**src/rtl/multicycle_control_unit_pkg.sv**
```systemverilog
// Shared definitions for the multicycle control unit: opcodes, FSM state codes,
// datapath select codes, the control strobe bundle and the opcode classifier.
package cpu_defs;

   localparam logic [5:0] OP_ADD   = 6'b000000;
   localparam logic [5:0] OP_SUB   = 6'b000001;
   localparam logic [5:0] OP_ADDI  = 6'b000010;
   localparam logic [5:0] OP_OR    = 6'b010000;
   localparam logic [5:0] OP_AND   = 6'b010001;
   localparam logic [5:0] OP_ORI   = 6'b010010;
   localparam logic [5:0] OP_SLL   = 6'b011000;
   localparam logic [5:0] OP_SLT   = 6'b100110;
   localparam logic [5:0] OP_SLTIU = 6'b100111;
   localparam logic [5:0] OP_SW    = 6'b110000;
   localparam logic [5:0] OP_LW    = 6'b110001;
   localparam logic [5:0] OP_BEQ   = 6'b110100;
   localparam logic [5:0] OP_J     = 6'b111000;
   localparam logic [5:0] OP_JR    = 6'b111001;
   localparam logic [5:0] OP_JAL   = 6'b111010;
   localparam logic [5:0] OP_HALT  = 6'b111111;

   // The eight working states fill the 3-bit debug code; sHALT lives on bit 3,
   // so it reads 000 on the debug port and is told apart from sIF by InsMemRW = 0.
   typedef enum logic [3:0] {
      S_IF     = 4'b0000,
      S_ID     = 4'b0001,
      S_EXE_LS = 4'b0010,
      S_MEM    = 4'b0011,
      S_WB_LD  = 4'b0100,
      S_EXE_BR = 4'b0101,
      S_EXE_AL = 4'b0110,
      S_WB_AL  = 4'b0111,
      S_HALT   = 4'b1000
   } state_t;

   localparam logic [2:0] ALU_ADD  = 3'b000;
   localparam logic [2:0] ALU_SUB  = 3'b001;
   localparam logic [2:0] ALU_SLTU = 3'b010;
   localparam logic [2:0] ALU_SLT  = 3'b011;
   localparam logic [2:0] ALU_SLL  = 3'b100;
   localparam logic [2:0] ALU_OR   = 3'b101;
   localparam logic [2:0] ALU_AND  = 3'b110;

   localparam logic [1:0] PC_SEQ    = 2'b00;
   localparam logic [1:0] PC_BRANCH = 2'b01;
   localparam logic [1:0] PC_RS     = 2'b10;
   localparam logic [1:0] PC_JUMP   = 2'b11;

   localparam logic [1:0] RD_R31 = 2'b00;
   localparam logic [1:0] RD_RT  = 2'b01;
   localparam logic [1:0] RD_RD  = 2'b10;

   typedef enum logic [3:0] {
      C_R, C_I, C_BEQ, C_LD, C_ST, C_J, C_JAL, C_JR, C_HALT, C_NOP
   } op_class_t;

   typedef struct packed {
      logic       pc_wre;
      logic       ir_wre;
      logic       ins_mem_rw;
      logic       reg_wre;
      logic [1:0] reg_dst;
      logic       wr_reg_d_src;
      logic       alu_src_a;
      logic       alu_src_b;
      logic [2:0] alu_op;
      logic       ext_sel;
      logic       m_rd;
      logic       m_wr;
      logic       db_data_src;
      logic [1:0] pc_src;
   } ctrl_t;

   function automatic op_class_t op_class(input logic [5:0] op);
      case (op)
         OP_ADD, OP_SUB, OP_OR, OP_AND, OP_SLL, OP_SLT: return C_R;
         OP_ADDI, OP_ORI, OP_SLTIU:                     return C_I;
         OP_BEQ:  return C_BEQ;
         OP_LW:   return C_LD;
         OP_SW:   return C_ST;
         OP_J:    return C_J;
         OP_JAL:  return C_JAL;
         OP_JR:   return C_JR;
         OP_HALT: return C_HALT;
         default: return C_NOP;
      endcase
   endfunction

   function automatic logic [2:0] alu_op_of(input logic [5:0] op);
      case (op)
         OP_SUB:   return ALU_SUB;
         OP_OR,
         OP_ORI:   return ALU_OR;
         OP_AND:   return ALU_AND;
         OP_SLL:   return ALU_SLL;
         OP_SLT:   return ALU_SLT;
         OP_SLTIU: return ALU_SLTU;
         default:  return ALU_ADD;
      endcase
   endfunction

endpackage

```
**src/rtl/multicycle_control_unit_decode.sv**
```systemverilog
// Pure combinational decode of (state, opcode, zero) into the datapath strobes.
module control_decode
   import cpu_defs::*;
#(
   parameter int OPW = 6
) (
   input  state_t         state_i,
   input  logic [OPW-1:0] opcode_i,
   input  logic           zero_i,
   output ctrl_t          ctrl_o
);

   op_class_t cls;

   assign cls = op_class(opcode_i);

   // NOTE: every field gets a default before the case, so no path leaves a latch.
   always_comb begin
      ctrl_o         = '0;
      ctrl_o.ext_sel = !(opcode_i == OP_ORI || opcode_i == OP_SLTIU);
      unique case (state_i)
         S_IF: begin
            ctrl_o.ins_mem_rw = 1'b1;
            ctrl_o.ir_wre     = 1'b1;
         end
         S_ID: begin
            case (cls)
               C_J: begin
                  ctrl_o.pc_wre = 1'b1;
                  ctrl_o.pc_src = PC_JUMP;
               end
               C_JAL: begin
                  ctrl_o.pc_wre       = 1'b1;
                  ctrl_o.pc_src       = PC_JUMP;
                  ctrl_o.reg_wre      = 1'b1;
                  ctrl_o.reg_dst      = RD_R31;
                  ctrl_o.wr_reg_d_src = 1'b0;
               end
               C_JR: begin
                  ctrl_o.pc_wre = 1'b1;
                  ctrl_o.pc_src = PC_RS;
               end
               C_NOP: begin
                  ctrl_o.pc_wre = 1'b1;
                  ctrl_o.pc_src = PC_SEQ;
               end
               default: ;
            endcase
         end
         S_EXE_AL: begin
            ctrl_o.alu_op    = alu_op_of(opcode_i);
            ctrl_o.alu_src_a = (opcode_i == OP_SLL);
            ctrl_o.alu_src_b = (cls == C_I);
         end
         S_WB_AL: begin
            ctrl_o.reg_wre      = 1'b1;
            ctrl_o.wr_reg_d_src = 1'b1;
            ctrl_o.reg_dst      = (cls == C_R) ? RD_RD : RD_RT;
            ctrl_o.pc_wre       = 1'b1;
         end
         S_EXE_BR: begin
            ctrl_o.alu_op = ALU_SUB;
            ctrl_o.pc_wre = 1'b1;
            ctrl_o.pc_src = zero_i ? PC_BRANCH : PC_SEQ;
         end
         S_EXE_LS: begin
            ctrl_o.alu_op    = ALU_ADD;
            ctrl_o.alu_src_b = 1'b1;
         end
         S_MEM: begin
            if (cls == C_ST) begin
               ctrl_o.m_wr   = 1'b1;
               ctrl_o.pc_wre = 1'b1;
            end else if (cls == C_LD) begin
               ctrl_o.m_rd = 1'b1;
            end
         end
         S_WB_LD: begin
            ctrl_o.m_rd         = 1'b1;
            ctrl_o.db_data_src  = 1'b1;
            ctrl_o.reg_wre      = 1'b1;
            ctrl_o.reg_dst      = RD_RT;
            ctrl_o.wr_reg_d_src = 1'b1;
            ctrl_o.pc_wre       = 1'b1;
         end
         default: ;
      endcase
   end

endmodule

```
**src/rtl/multicycle_control_unit.sv**
```systemverilog
// Multicycle CPU control FSM: holds the state register and next-state logic,
// and gates the write enables off while Reset is held.
module multicycle_control_unit
   import cpu_defs::*;
#(
   parameter int OPW    = 6,
   parameter int ALUOPW = 3
) (
   input  logic              CLK,
   input  logic              Reset,
   input  logic [OPW-1:0]    opcode,
   input  logic              zero,
   output logic              PCWre,
   output logic              IRWre,
   output logic              InsMemRW,
   output logic              RegWre,
   output logic [1:0]        RegDst,
   output logic              WrRegDSrc,
   output logic              ALUSrcA,
   output logic              ALUSrcB,
   output logic [ALUOPW-1:0] ALUOp,
   output logic              ExtSel,
   output logic              mRD,
   output logic              mWR,
   output logic              DBDataSrc,
   output logic [1:0]        PCSrc,
   output logic [2:0]        state
);

   state_t    state_q, state_d;
   op_class_t cls;
   ctrl_t     ctrl;

   assign cls = op_class(opcode);

   always_comb begin
      state_d = state_q;
      unique case (state_q)
         S_IF: state_d = S_ID;
         S_ID: begin
            case (cls)
               C_J, C_JAL, C_JR, C_NOP: state_d = S_IF;
               C_HALT:                  state_d = S_HALT;
               C_BEQ:                   state_d = S_EXE_BR;
               C_LD, C_ST:              state_d = S_EXE_LS;
               default:                 state_d = S_EXE_AL;
            endcase
         end
         S_EXE_AL: state_d = S_WB_AL;
         S_EXE_LS: state_d = S_MEM;
         S_MEM:    state_d = (cls == C_LD) ? S_WB_LD : S_IF;
         S_HALT:   state_d = S_HALT;
         S_WB_AL, S_EXE_BR, S_WB_LD: state_d = S_IF;
         default:  state_d = S_IF;
      endcase
   end

   // NOTE: state flops use non-blocking assignment so they all sample pre-edge values.
   always_ff @(posedge CLK or posedge Reset) begin
      if (Reset) state_q <= S_IF;
      else       state_q <= state_d;
   end

   control_decode #(.OPW(OPW)) u_decode (
      .state_i  (state_q),
      .opcode_i (opcode),
      .zero_i   (zero),
      .ctrl_o   (ctrl)
   );

   // State already reads sIF during reset; the write enables must stay quiet too.
   assign PCWre     = ctrl.pc_wre  & ~Reset;
   assign IRWre     = ctrl.ir_wre  & ~Reset;
   assign RegWre    = ctrl.reg_wre & ~Reset;
   assign mWR       = ctrl.m_wr    & ~Reset;
   assign InsMemRW  = ctrl.ins_mem_rw;
   assign RegDst    = ctrl.reg_dst;
   assign WrRegDSrc = ctrl.wr_reg_d_src;
   assign ALUSrcA   = ctrl.alu_src_a;
   assign ALUSrcB   = ctrl.alu_src_b;
   assign ALUOp     = ctrl.alu_op;
   assign ExtSel    = ctrl.ext_sel;
   assign mRD       = ctrl.m_rd;
   assign DBDataSrc = ctrl.db_data_src;
   assign PCSrc     = ctrl.pc_src;
   assign state     = state_q[2:0];

endmodule

```
**config.mk**
```make
export PLATFORM = sky130hd
export DESIGN_NAME = multicycle_control_unit
export DESIGN_NICKNAME = d
export VERILOG_FILES = /design/src/rtl/multicycle_control_unit_pkg.sv /design/src/rtl/multicycle_control_unit_decode.sv /design/src/rtl/multicycle_control_unit.sv
export SDC_FILE = /design/constraint.sdc
export NUM_CORES = 1
export LEC_CHECK = 0
export BUFFER_PORTS_ARGS = -buffer_cell sky130_fd_sc_hd__buf_2
export CAP_MARGIN = 10
export CORE_ASPECT_RATIO = 0.7
export CORE_MARGIN = 1.5
export CORE_UTILIZATION = 40
export DETAILED_ROUTE_END_ITERATION = 6
export PLACE_DENSITY = 0.65
export SETUP_SLACK_MARGIN = 0.3
export SYNTH_ARGS = -nofsm -noshare
export SYNTH_HDL_FRONTEND = slang
export SYNTH_SLANG_ARGS = --single-unit
```
**constraint.sdc**
```tcl
create_clock -name CLK -period 5 [get_ports CLK]
set_clock_uncertainty 0.2 [all_clocks]
set_input_delay 0.5 -clock CLK [delete_from_list [all_inputs] [get_ports CLK]]
set_output_delay 0.5 -clock CLK [all_outputs]
set_load 0.02 [all_outputs]
```
==> run_results.csv, run 1 <==
group,metric,value,unit
synthesis,synth_warnings,0,
hold_path,min_path_type,"reg2reg",
clock_network,cts_resized,0,
synthesis,synth.distinct_cells,45,
worst_setup_path,slowest_stage,"a2111oi_4",
worst_setup_path,crit_chain,"buf_2, inv_1, ha_1, nor2_1, a2111oi_4, o21ai_2, or3_1, a21oi_1, buf_2",
global_routing,overflow,0,
pwr,ir_drop,0.000201,V
sta,period_needed,3230,ps
final_layout,fin_nets,165,
synthesis,async_flop_share,100,%
worst_setup_path,slowest_delay,470,ps
worst_setup_path,crit_required,4300,ps
final_layout,layout-drive-gt1-share,31.8,%
final_layout,top_register,"state_q",
synthesis,ys_dominant_reg_cell,"dfrtp_1",
synthesis,synth_area_leaders,"dfrtp_1 (11%), ha_1 (7.9%), buf_6 (4.7%)",
route,drc,0,
final_layout,areaGrowthSynthToFinish,13.6,%
sta,slew-limit-headroom,68.6,%
worst_setup_path,cp_max_fo,7,
route,vias,1010,
floorplanning,die_y,43.7,um
sta,hold_violations,0,
final_layout,fillers,225,
global_routing,antenna_found_initial,0,
sta,slew_viol_final,0,
clock_network,clk_pin_slew,40,ps
sta,fin_tns_setup,0,ps
worst_setup_path,cp.arrival,2530,ps
sta,fmax,310,MHz
synthesis,avgSynthCellArea,7.53,um2
route,detail-route-antenna-nets,0,
worst_setup_path,cpMostUsedCell,"buf_2",
worst_setup_path,startpoint_type,"input port",
placed_design,gp_congestion,0.873,
synthesis,ys_ff_latch,4,
clock_network,cts_setup_buffers,0,
placed_design,io_buffers,29,
synthesis,synth_cells,126,
synthesis,synth_edf_count,0,
global_routing,grt_pass1_wl,3930,um
route,first_pass_iters,4,
floorplanning,dieArea,0.00268,mm2
global_routing,grt_pass1_vias,848,
placed_design,dp.cells,176,
floorplanning,coreArea,0.00219,mm2
route,drt-initial-drc-count,75,
final_layout,largest_reg_flops,4,
status,outcome,"completed",
pwr,p_per_area,328,mW/mm2
sta,worst_pin_slew,471,ps
floorplanning,ios,30,
final_layout,top_regs,"state_q: 4 flops",
floorplanning,die_width,61.2,um
sta,setup_viol,0,
global_routing,grt_max_degree,17,
final_layout,n_antenna_cell,0,
synthesis,synth_seq_area_share,10.6,%
pwr,leakagePower,0.484,nW
sta,rsz0062_at_grt,"false",
placed_design,place_hpwl,1960,um
sta,min_period_over_period,64.5,%
job,maxCapViolCount,0,
synthesis,synthesis.nets,141,
clock_network,cts_buffers,3,
floorplanning,initial_core_util,43.3,%
final_layout,instances_no_fill,180,
clock_network,clock_latency,230,ps
clock_network,clockRootBuffer,"clkbuf_4",
worst_setup_path,critPathCaptureType,"output pin",
clock_network,clk_path_buf_depth,2,
synthesis,netlist.area_leader.share,10.6,%
worst_setup_path,path_class,"in2out",
synthesis,syn_area,948,um2
clock_network,cts_max_level,1,
synthesis,yosys.area.top_type,"dfrtp_1",
clock_network,cts_sinks,4,
route,wire_per_inst,14.2,um
floorplanning,placementRows,14,
route,vias_per_cell,5.61,
route,wirelength,2560,um
clock_network,cts_tree,"yes",
global_routing,grt_use_total,19.2,%
[cell usage in the layout (no fill, tap or decap), types with 3 or more instances in the layout]
cell type   n
o21ai_0     6
nand2b_1    4
clkbuf_4    3
nand3_1     4
dfrtp_1     4
or3_1       6
buf_2      29
inv_1       9
nor2_1     10
nor3_1      6
a21oi_1     7
mux2i_1     3
nand2_1     9
ha_1        6
[layer usage]
metal | wire length, um | up-vias | share of wire (%) | track usage (%)
li1 | - | 502 | - | -
met1 | 1300 | 473 | 51 | 32.2
met2 | 1110 | 35 | 43 | 26.6
met3 | 155 | 0 | 6.0 | 0.896
met4 | 0 | 0 | 0 | 3.91
met5 | 0 | - | 0 | 0
[critical path: cells and delay by family]
kind,cells,cell delay [ps]
AO/OA/AOI/OAI,3,780
AND/OR/NAND/NOR,2,460
adder cells (fa/ha/maj),1,340
buffers and inverters,3,440
[Yosys cell counts, types with 3 or more instances]
master    instances
nand2_1           9
nand2b_1          4
a21oi_1           7
nor3_1            6
nand3_1           4
inv_1             9
nor2_1           10
or3_1             6
buf_4             4
dfrtp_1           4
o21ai_0           6
ha_1              6
buf_6             4
mux2i_1           3
[through the flow]
stage / util (%) / total power [mW] / setup WS [ps] / hold WS (ps) / instance area, um2
floorplan: - / 0.273 / 2090 / 66.1 / 948
global placement: 47.7 / 0.309 / 1810 / 225 / 1040
detailed placement: 47.7 / 0.311 / 1800 / 229 / 1040
CTS: 49.2 / 0.353 / 1800 / 506 / 1080
global route: 49.2 / 0.383 / 1630 / 559 / 1080
finish: 49.2 / 0.353 / 1770 / 509 / 1080
[logic make-up (layout without fill, tap and decap cells)]
kind of cell	count (synthesis)	in the layout	share of synthesized area, %
adders and majority gates	6	6	7.92
muxes	4	4	4.35
and+or+nand+nor	60	60	37.3
buffers and inverters	20	42	12.9
DFF	4	4	10.6
AOI/OAI and AO/OA	31	31	26.0
xor gates and xnor gates	1	1	0.924
[final cells by class]
type                       count  area (um2)  area share [%]
clock buffer                   3        22.5            2.09
inverter                       9        33.8            3.14
multi-input combinational    102         726            67.4
sequential                     4         100            9.29
tap                           32        40.0            3.72
timing repair buffer          30         155            14.4
[repair_timing]
| item | CTS | global route |
|---|---|---|
| hold buffers | 1 | 0 |
| hold endpoints to repair | 4 | 0 |
| endpoints found under the setup margin | 0 | 0 |
[final timing paths]
check / startpoint / endpoint / slack, ps / cells after the start
worst max-delay path: opcode[1] / RegWre / 1770 / 9
worst min-delay path: state_q[3] / state_q[1] / 510 / 1
worst max register to register: state_q[1] / state_q[1] / 3150 / 5
worst min register to register: state_q[3] / state_q[1] / 510 / 1
max in group asynchronous: Reset / state_q[1] / 3920 / 3
min in group asynchronous: Reset / state_q[2] / 540 / 3
[where the power goes]
part	total [mW]	leakage, nW	internal [mW]	switching [mW]
Clock	0.0382	0.0138	0.0267	0.0114
Sequential	0.0792	0.0523	0.0448	0.0344
Combinational	0.236	0.418	0.0900	0.146
No activity file was read; power rests on OpenSTA's default activity.
==> run 2: changes to the inputs <==
==> constraint.sdc (replaced) <==
create_clock -name CLK -period 3.29 [get_ports CLK]
set_clock_uncertainty 0.2 [all_clocks]
set_input_delay 0.329 -clock CLK [delete_from_list [all_inputs] [get_ports CLK]]
set_output_delay 0.329 -clock CLK [all_outputs]
set_load 0.02 [all_outputs]
==> run_results.csv, run 2 (synthesis results as in run 1) <==
group,metric,value,unit
sta,slew-limit-headroom,68.5,%
sta,layout_setup_ws,429,ps
floorplanning,die_width,61.2,um
global_routing,grt_pass1_wl,3930,um
sta,fin_tns_setup,0,ps
clock_network,cts_max_level,1,
route,first_pass_iters,4,
worst_setup_path,path_class,"in2out",
clock_network,cts_buffers,3,
clock_network,clk_path_buf_depth,2,
final_layout,fin_nets,165,
final_layout,most-common-layout-cells,"buf_2 (29), nor2_1 (10), inv_1 (9), nand2_1 (9), a21oi_1 (7)",
route,drc,0,
floorplanning,dieArea,0.00268,mm2
hold_path,min_path_type,"in2async",
final_layout,layout-drive-gt1-share,33.1,%
final_layout,top_register,"state_q",
floorplanning,placementRows,14,
placed_design,place_hpwl,1960,um
worst_setup_path,crit_required,2760,ps
floorplanning,coreArea,0.00219,mm2
status,outcome,"completed",
floorplanning,die_y,43.7,um
worst_setup_path,r2r_slack,1510,ps
sta,hold_violations,0,
global_routing,antenna_found_initial,0,
worst_setup_path,r2r_end,"state_q[3]",
route,vias,1039,
worst_setup_path,worstSetupStartpoint,"opcode[1]",
route,wirelength,2560,um
global_routing,grt_use_total,19.2,%
sta,fmax,350,MHz
sta,slew_viol_final,0,
worst_setup_path,cp.arrival,2330,ps
clock_network,cts_sinks,4,
route,detail-route-antenna-nets,0,
clock_network,cts_tree,"yes",
sta,worst_pin_slew,472,ps
final_layout,top_regs,"state_q: 4 flops",
job,maxCapViolCount,0,
worst_setup_path,startpoint_type,"input port",
clock_network,clock_latency,230,ps
route,drt-initial-drc-count,70,
sta,setup_viol,0,
worst_setup_path,critPathCaptureType,"output pin",
floorplanning,ios,30,
placed_design,gp_congestion,0.873,
sta,rsz0062_at_grt,"false",
global_routing,grt_pass1_vias,848,
worst_setup_path,crit_end,"ALUSrcB",
clock_network,clockRootBuffer,"clkbuf_4",
pwr,p_per_area,502,mW/mm2
sta,period_needed,2860,ps
sta,min_period_over_period,87.0,%
global_routing,overflow,0,
sta,hold_slack,365,ps
clock_network,clk_pin_slew,40,ps
global_routing,grt_max_degree,17,
final_layout,largest_reg_flops,4,
worst_setup_path,reg2reg_from,"state_q[1]",
placed_design,io_buffers,29,
pwr,leakagePower,0.484,nW
final_layout,final_common_cell,"buf_2",
route,vias_per_cell,5.77,
final_layout,n_antenna_cell,0,
route,wire_per_inst,14.2,um
final_layout,areaGrowthSynthToFinish,14.4,%
floorplanning,initial_core_util,43.3,%
pwr,ir_drop,0.000324,V
worst_setup_path,r2r.worst_path.cells,5,
placed_design,preCtsSetupSlack,435,ps
worst_setup_path,cp_max_fo,7,
[run 2: cell count changes in the layout (fill, tap and decap cells not counted)]
cell | previous run | this run
ha_1 | 6 | 5
ha_2 | 0 | 1
or3_1 | 6 | 5
or3_4 | 0 | 1
[run 2: layout make-up]
class                      count  area [um2]
tap                           32        40.0
multi-input combinational    102         733
clock buffer                   3        22.5
timing repair buffer          30         155
fill                         228        1100
inverter                       9        33.8
sequential                     4         100
[run 2: per-stage QoR]
stage	instance area [um2]	std cells	power, mW	utilization [%]
2_1_floorplan	948	126	0.415	-
3_3_place_gp	1040	176	0.469	47.7
3_5_place_dp	1040	176	0.473	47.7
4_1_cts	1080	180	0.536	49.2
5_1_grt	1080	180	0.591	49.5
6_report	1080	180	0.545	49.5
[run 2: critical path, cell delays in order]
cell,delay (ps)
buf_2,150
ha_1,290
or3_1,360
a31oi_2,300
o21ai_0,240
o21a_1,240
nor3_1,210
buf_2,220
[run 2: worst min-delay path by stage]
stage / startpoint / to / slack, ps / cells past startpoint
5_1_grt: Reset / state_q[1] / 400 / 3
6_report: Reset / state_q[2] / 370 / 3
3_3_place_gp: Reset / state_q[0] / 50 / 2
2_1_floorplan: Reset / state_q[0] / -100 / 1
4_1_cts: Reset / state_q[0] / 360 / 3
3_5_place_dp: Reset / state_q[0] / 60 / 2
[run 2: repair_timing]
action	CTS	global route
endpoints found under the setup margin	0	2
hold buffers	1	0
hold endpoints to repair	4	0
setup buffers	0	0
gates resized for setup	0	2
[run 2: report_power, final]
part           leakage [nW]  switching (mW)  internal (mW)  total (mW)
sequential           0.0523          0.0507         0.0681       0.119
combinational         0.418           0.224          0.144       0.368
clock                0.0138          0.0174         0.0406      0.0580
total                 0.484           0.292          0.253       0.545
[run 2: metal layers]
metal  wire (um)  global-route usage [%]  up-vias
li1            -                       -      506
met3         161                   0.896        0
met4           0                    3.91        0
met2        1120                    26.6       37
met5           0                       0        -
met1        1280                    32.2      496
